File: src/rtl/age_ordered_issue_queue.sv
// Out-of-order issue queue: stores payloads, allocates lowest free entries and
// issues the oldest ready entries through an age matrix (age[r][c]=1: r younger than c).
module age_ordered_issue_queue #(
    parameter int EntryCount = 8,
    parameter int EnqWidth   = 2,
    parameter int IssWidth   = 2,
    parameter int DataWidth  = 32,
    parameter int CntWidth   = $clog2(EntryCount + 1)
) (
    input  logic                                 clk,
    input  logic                                 rst,
    input  logic [EnqWidth-1:0]                  enq_valid_i,
    output logic [EnqWidth-1:0]                  enq_ready_o,
    input  logic [EnqWidth-1:0][DataWidth-1:0]   enq_data_i,
    output logic [EnqWidth-1:0][EntryCount-1:0]  enq_entry_o,
    input  logic [EntryCount-1:0]                entry_rdy_i,
    output logic [IssWidth-1:0]                  iss_valid_o,
    input  logic [IssWidth-1:0]                  iss_ready_i,
    output logic [IssWidth-1:0][EntryCount-1:0]  iss_entry_o,
    output logic [IssWidth-1:0][DataWidth-1:0]   iss_data_o,
    input  logic                                 flush_i,
    output logic [EntryCount-1:0]                entry_vld_o,
    output logic [CntWidth-1:0]                  count_o,
    output logic                                 full_o,
    output logic                                 empty_o
);

    localparam logic [EntryCount-1:0] One = EntryCount'(1);

    logic [EntryCount-1:0]                 valid;
    logic [EntryCount-1:0][EntryCount-1:0] age;
    logic [DataWidth-1:0]                  payload [EntryCount];
    logic [CntWidth-1:0]                   count;

    logic [EntryCount-1:0]                 avail;
    logic [EntryCount-1:0]                 alloc_mask;
    logic [EnqWidth-1:0]                   enq_fire;
    logic [EntryCount-1:0][EntryCount-1:0] new_row;

    logic [EntryCount-1:0]                 elig;
    logic [CntWidth-1:0]                   rank;
    logic [IssWidth-1:0]                   iss_fire;
    logic [EntryCount-1:0]                 iss_mask;

    // Selection: an eligible entry's rank is the number of older eligible entries
    always_comb begin
        elig        = valid & entry_rdy_i;
        rank        = '0;
        iss_entry_o = '0;
        iss_data_o  = '0;
        iss_valid_o = '0;
        iss_fire    = '0;
        iss_mask    = '0;
        for (int x = 0; x < EntryCount; x++) begin
            rank = CntWidth'($countones(age[x] & elig));
            for (int i = 0; i < IssWidth; i++) begin
                if (elig[x] && rank == CntWidth'(i)) begin
                    iss_entry_o[i][x] = 1'b1;
                    iss_data_o[i]     = iss_data_o[i] | payload[x];
                end
            end
        end
        for (int i = 0; i < IssWidth; i++) begin
            iss_valid_o[i] = $countones(elig) > i;
            iss_fire[i]    = iss_valid_o[i] & iss_ready_i[i];
            if (iss_fire[i]) begin
                iss_mask = iss_mask | iss_entry_o[i];
            end
        end
    end

    // Allocation: each port takes the lowest free entry not claimed by a firing lower port
    always_comb begin
        avail       = ~valid;
        alloc_mask  = '0;
        enq_fire    = '0;
        enq_entry_o = '0;
        enq_ready_o = '0;
        new_row     = '0;
        for (int j = 0; j < EnqWidth; j++) begin
            enq_entry_o[j] = avail & (~avail + One);
            enq_ready_o[j] = |avail;
            enq_fire[j]    = enq_valid_i[j] & enq_ready_o[j];
            if (enq_fire[j]) begin
                for (int r = 0; r < EntryCount; r++) begin
                    if (enq_entry_o[j][r]) begin
                        new_row[r] = (valid & ~iss_mask) | alloc_mask;
                    end
                end
                avail      = avail & ~enq_entry_o[j];
                alloc_mask = alloc_mask | enq_entry_o[j];
            end
        end
    end

    always_ff @(posedge clk or posedge rst) begin
        if (rst) begin
            valid <= '0;
            age   <= '0;
            count <= '0;
        end else if (flush_i) begin
            valid <= '0;
            age   <= '0;
            count <= '0;
        end else begin
            valid <= (valid & ~iss_mask) | alloc_mask;
            count <= count + CntWidth'($countones(enq_fire)) - CntWidth'($countones(iss_fire));
            // A reallocated column must stop claiming seniority over existing entries
            for (int r = 0; r < EntryCount; r++) begin
                for (int c = 0; c < EntryCount; c++) begin
                    if (alloc_mask[r]) begin
                        age[r][c] <= new_row[r][c];
                    end else if (alloc_mask[c]) begin
                        age[r][c] <= 1'b0;
                    end else if (iss_mask[c]) begin
                        age[r][c] <= 1'b1;
                    end
                end
            end
        end
    end

    always_ff @(posedge clk) begin
        for (int x = 0; x < EntryCount; x++) begin
            for (int j = 0; j < EnqWidth; j++) begin
                if (enq_fire[j] && enq_entry_o[j][x]) begin
                    payload[x] <= enq_data_i[j];
                end
            end
        end
    end

    assign entry_vld_o = valid;
    assign count_o     = count;
    assign full_o      = (count == CntWidth'(EntryCount));
    assign empty_o     = (count == '0);

`ifndef SYNTHESIS
    always_ff @(posedge clk) begin
        if (!rst) begin
            for (int j = 0; j < EnqWidth; j++) begin
                assert (!(enq_fire[j] && |(enq_entry_o[j] & valid)))
                    else $error("enqueue onto a valid entry");
            end
            for (int i = 0; i < IssWidth; i++) begin
                assert (!(iss_fire[i] && |(iss_entry_o[i] & ~valid)))
                    else $error("issue of an invalid entry");
                assert (!iss_valid_o[i] || $onehot(iss_entry_o[i]))
                    else $error("issue entry not one-hot");
                for (int k = i + 1; k < IssWidth; k++) begin
                    assert (!(iss_valid_o[i] && iss_valid_o[k] && |(iss_entry_o[i] & iss_entry_o[k])))
                        else $error("overlapping issue entries");
                end
            end
            assert (count == CntWidth'($countones(valid)))
                else $error("occupancy does not match valid vector");
        end
    end
`endif

endmodule

File: config.mk
export PLATFORM = sky130hd
export DESIGN_NAME = age_ordered_issue_queue
export DESIGN_NICKNAME = d
export VERILOG_FILES = /design/src/rtl/age_ordered_issue_queue.sv
export SDC_FILE = /design/constraint.sdc
export NUM_CORES = 1
export LEC_CHECK = 0
export CORE_ASPECT_RATIO = 0.8
export CORE_MARGIN = 5
export CORE_UTILIZATION = 30
export DETAILED_ROUTE_END_ITERATION = 7
export GPL_TIMING_DRIVEN = 0
export HOLD_SLACK_MARGIN = 0.02
export PLACE_DENSITY = 0.52
export SYNTH_ARGS = -nofsm -noshare
export SYNTH_HDL_FRONTEND = slang
export SYNTH_SLANG_ARGS = --single-unit
File: constraint.sdc
create_clock -name clk -period 18.7 [get_ports clk]
set_input_delay 5.61 -clock clk [delete_from_list [all_inputs] [get_ports clk]]
set_output_delay 5.61 -clock clk [all_outputs]
set_load 0.01 [all_outputs]
Word level (Yosys, flattened, before mapping)

Memory sizes are Yosys's and may differ from the RTL's.
Cells that the tools add are included.

Register bits after elaboration: 76
Memory bits (writable): 256
Input bits: 79
Output and inout port bits: 114
Word-level logic and storage cells: 480
Memories kept: 1

Memories:

| memory  | words | width | rd ports | clocked after Yosys merged registers in | write ports | line | RTL |
|---|---|---|---|---|---|---|---|
| payload | 8     | 32    | 8        | 0                                       | 8           | 32   | `logic [DataWidth-1:0] payload [EntryCount];` |

Add/subtract/negate cells: 69
Magnitude comparators: 2
Equal/unequal tests: 9
Mux-type cells: 178
Bitwise gates (word level): 48
Reductions and logical operators: 107

Operator list:

| kind                  | count |
|---|---|
| $mux W32              | 24 |
| $or A32 B32 Y32       | 14 |
| $reduce_bool A4 Y1    | 56 |
| $mux W64              | 3 |
| $mux W8               | 22 |
| $mux W1               | 128 |
| $and A8 B8 Y8         | 13 |
| $add A1 B1 Y2         | 38 |
| $add A2 B2 Y3         | 18 |
| $not A8 Y8            | 5 |
| $add A3 B3 Y4         | 9 |
| $logic_not A4 Y1      | 9 |
| $eq A4 B1 Y1 const B  | 8 |
| $gt A32 B1 Y1 const B | 1 |
| $logic_and A1 B1 Y1   | 32 |
| $or A8 B8 Y8          | 4 |
| $reduce_bool A3 Y1    | 8 |
| $add A8 B1 Y8 const B | 2 |
| $reduce_or A8 Y1      | 2 |
| $or A1 B1 Y1          | 8 |
| $add A4 B2 Y4         | 1 |
| $and A1 B1 Y1         | 4 |
| $eq A4 B4 Y1 const B  | 1 |
| $gt A4 B1 Y1 const B  | 1 |
| other kinds (2)       | 2 |

Logic depth before layout (Yosys ltp)

Word-level depth: 22
Gate-level depth with buffers: 23
Depth with buffers taken out: 19

Worst setup path after synthesis

OpenSTA, ideal clock, no wires.

Path kind: input -> output
Start point: input port entry_rdy_i[3]
End point: output port iss_data_o[15] (netlist bit)
Data arrival time: 9,572 ps
Data required time: 13,090 ps
Setup slack: 3,518 ps
Stages on the path: 17
Path buffers: 3
Cell sequence: clkbuf_1 and3_1 fa_1 inv_1 fa_1 inv_1 fa_1 ha_1 inv_1 fa_1 nor2_1 a31oi_1 nor3_1 buf_2 buf_1 a22oi_1 nand3_1

RTL lines:

| what               | line | RTL |
|---|---|---|
| start: declaration | 16   | `input logic [EntryCount-1:0] entry_rdy_i,` |
| end: declaration   | 20   | `output logic [IssWidth-1:0][DataWidth-1:0] iss_data_o,` |

==> metrics <==
VDD IR max=between 0.00006 and 0.00007 V; core region area=around 66000 µm²; gp weighted congestion=between 0.9 and 1; setup TNS=0 ps; post-synthesis net count=roughly 1800; antenna viol nets, final=0; GRT Resource Usage Total=23.6%; Die Wd=between 200 and 300 µm; slew margin rel.=1.49%; PwrDens=approximately 80 nW/µm²; Final Hold Fails=0; Worst R2R Path Depth=23; clk_lat worst skew=590 ps; flop and latch count out of synthesis=roughly 330; number of synthesized flops with an enable pin=approximately 260; Area Overhead vs Synth=22.7%; post-placement cell count=roughly 2700; Most Frequent Cell on Critical Path=fa_1; largest net degree at the start of global routing=between 50 and 60; vias in the first global route=between 15000 and 20000; cts hold-fix bufs=0; RSZ-0062 raised after global routing=false; CTS tree=done; initial core utilization=30.3%; Seq/Total Area, Yosys=about half; post-CTS setup buffer count=0; synth warn=0; # rows=between 80 and 90; number of port buffers=around 190; critical path arrival=around 12000 ps; CTS resizes=0; Leak=8.81 nW; crit path to=iss_data_o[58]; Clock transition at path regs=roughly 60 ps; reg2reg setup slack=roughly 11000 ps; post-synthesis cell count=~1700; Via-to-Cell Ratio=6.11; io pins=193; total of fill cells in the finished design=roughly 6400; Critical path origin=entry_rdy_i[3]; status=finished clean; number of DRC markers in iteration 0=2406; Critical Path Max Stage Delay=~1200 ps; DR WL/cell=roughly 31 µm; final core utilization=between 30% and 40%; Cell Chain, Critical Path=clkbuf_1, nand3_1, fa_1, inv_1, fa_1, fa_1, ha_1, inv_1, fa_1, a211oi_1, mux2i_1, nor3b_1, clkbuf_1, a221oi_1, nand3_1, clkdlybuf4s50_1; maximum clock rate=roughly 0.056 GHz; Mapped Area=around 20000 µm²; type of the tightest min-delay check=reg -> reg; first-pass GRT wire length=~120000 µm; ys flop type=edfxtp_1; non-filler cells, final=2812; TritonCTS buffer count=39; top-area cell type share of the netlist area=between 30% and 40%; fin crit period=17980 ps; Tightest Pin Transition=~1500 ps; Die ar.=about 72000 µm²; final slew viol count=0; final worst slack=roughly 720 ps; CP max stage cell=nor3b_1; ranking of synthesized cells by area=edfxtp_1 (39%), mux2_2 (15%), dfrtp_1 (9.6%); hold_ws=roughly 530 ps; cell with the most instances after synthesis=mux2_2; Top Family by Delay on Critical Path=buffers and inverters; antenna violations before repair=10; Clock Path Buffers=3; Nets=between 2000 and 2500; Post-Syn Area per Cell=around 12 µm²; vias=between 15000 and 20000; Worst EP required=between 10000 and 15000 ps; r2r startpoint=entry_vld_o[1]; DRT Wirelength=about 90000 µm; RR Endpoint=count_o[3]; Setup crit start kind=input port; critical path class=in -> out; Levels on crit path=16; most frequent cells after synthesis=mux2_2 (258), edfxtp_1 (256), a22oi_1 (128), inv_1 (83), nand3_1 (77); die height=240 µm; max-cap violations=0; Synth area leader=edfxtp_1; H-tree levels=2; synth unique cells=75; Post-DP HPWL=59300 µm; layout cells sized above 1=between 20% and 30%; Async SR Flop Fraction=a little under a quarter; CTS Sinks=between 300 and 400; drt drc=0; worst-path fanout max=10; Worst Skew=roughly 26 ps; Critical Path Sink Type=output port; total grt overflow=0; Crit path buffers/inverters=5; start point of the worst min-delay path=age[36]; Final Setup Violations=0; clock root buffer=clkbuf_16; Final Cycle Share=slightly below 100%; Place WS=roughly 950 ps; Pre-antenna DRT Iters=6
[logic make-up (layout without fill, tap and decap cells)]
group           Yosys count  after routing  share of synthesized area (%)
mux                     265            265                           15.0
flops                   332            332                           48.2
xor+xnor                  2              2                         0.0881
compound gates          474            474                           18.0
fa+ha+maj                71             71                           5.93
simple gates            317            317                           8.11
buf+inv                 216            486                           4.68
other cells               0              5                              0
[worst min-delay path by stage]
stage	end	slack, ps	depth (start not counted)
4_1_cts	age[36]	530	2
3_5_place_dp	age[36]	520	2
6_report	age[36]	530	2
5_1_grt	age[36]	540	2
2_1_floorplan	age[36]	470	2
3_3_place_gp	age[36]	480	2
[layer usage]
layer	track usage [%]	wire (µm)	part of all wire, %	up-vias
met4	8.64	3370	3.8	10
met3	6.78	10300	12	223
met5	1.26	185	0.21	-
met2	35.8	38500	44	1193
met1	32.1	35900	41	8671
li1	-	-	-	7084
[placed cells by master (no fill, tap or decap), types with 40 or more instances in the layout]
cell,netlist,final
mux2_2,258,258
nor2_1,47,47
dfrtp_1,76,76
edfxtp_1,256,256
clkdlybuf4s50_1,0,188
nand2_1,70,70
nand3_1,77,77
inv_1,83,78
and3_1,40,40
a22oi_1,128,128
a221oi_1,75,75
clkbuf_16,0,40
clkbuf_1,68,73
a22o_1,65,65
a21oi_1,57,57
[where the power goes]
part	total, mW	switching [mW]	internal, mW
Sequential	0.853	0.0181	0.835
Combinational	0.288	0.168	0.121
Clock	0.807	0.337	0.470
[layout make-up]
class                   count  area (µm²)  share of cell area, %
plain buffers             129         604                   2.48
well taps                 860        1080                   4.41
clock buffers              47        1050                   4.29
inverters                  87         333                   1.36
repair buffers            199        2090                   8.58
flip-flops and latches    332        9590                   39.3
clock inverters            24         263                   1.08
diodes                      5        12.5                 0.0512
multi-input cells        1129        9400                   38.5
[flip-flops by register name, summed over array words and instances, names as in the netlist]
name and count:
payload 256, age 64, entry_vld_o 8, count_o 4
[stage by stage]
| step | power (mW) | instance area, µm² |
|---|---|---|
| finish | 1.95 | 24400 |
| global route | 2.00 | 24400 |
| CTS | 1.95 | 24400 |
| detailed placement | 1.15 | 23100 |
| global placement | 1.14 | 22800 |
| floorplan | 1.00 | 19900 |
[worst reg2reg max path, cell delays in order, from the launching register on]
cell	delay, ps
dfrtp_1	360
buf_4	160
buf_6	160
clkbuf_1	340
clkbuf_1	530
nand2_1	170
fa_1	560
fa_1	550
inv_1	50
fa_1	530
ha_1	180
inv_1	70
fa_1	630
nand4bb_1	210
o211ai_2	630
inv_1	220
fa_1	570
fa_1	400
inv_1	70
ha_1	140
inv_1	50
fa_1	410
xnor2_1	140
nor2_1	60
Power figures use the tool's default switching activity.
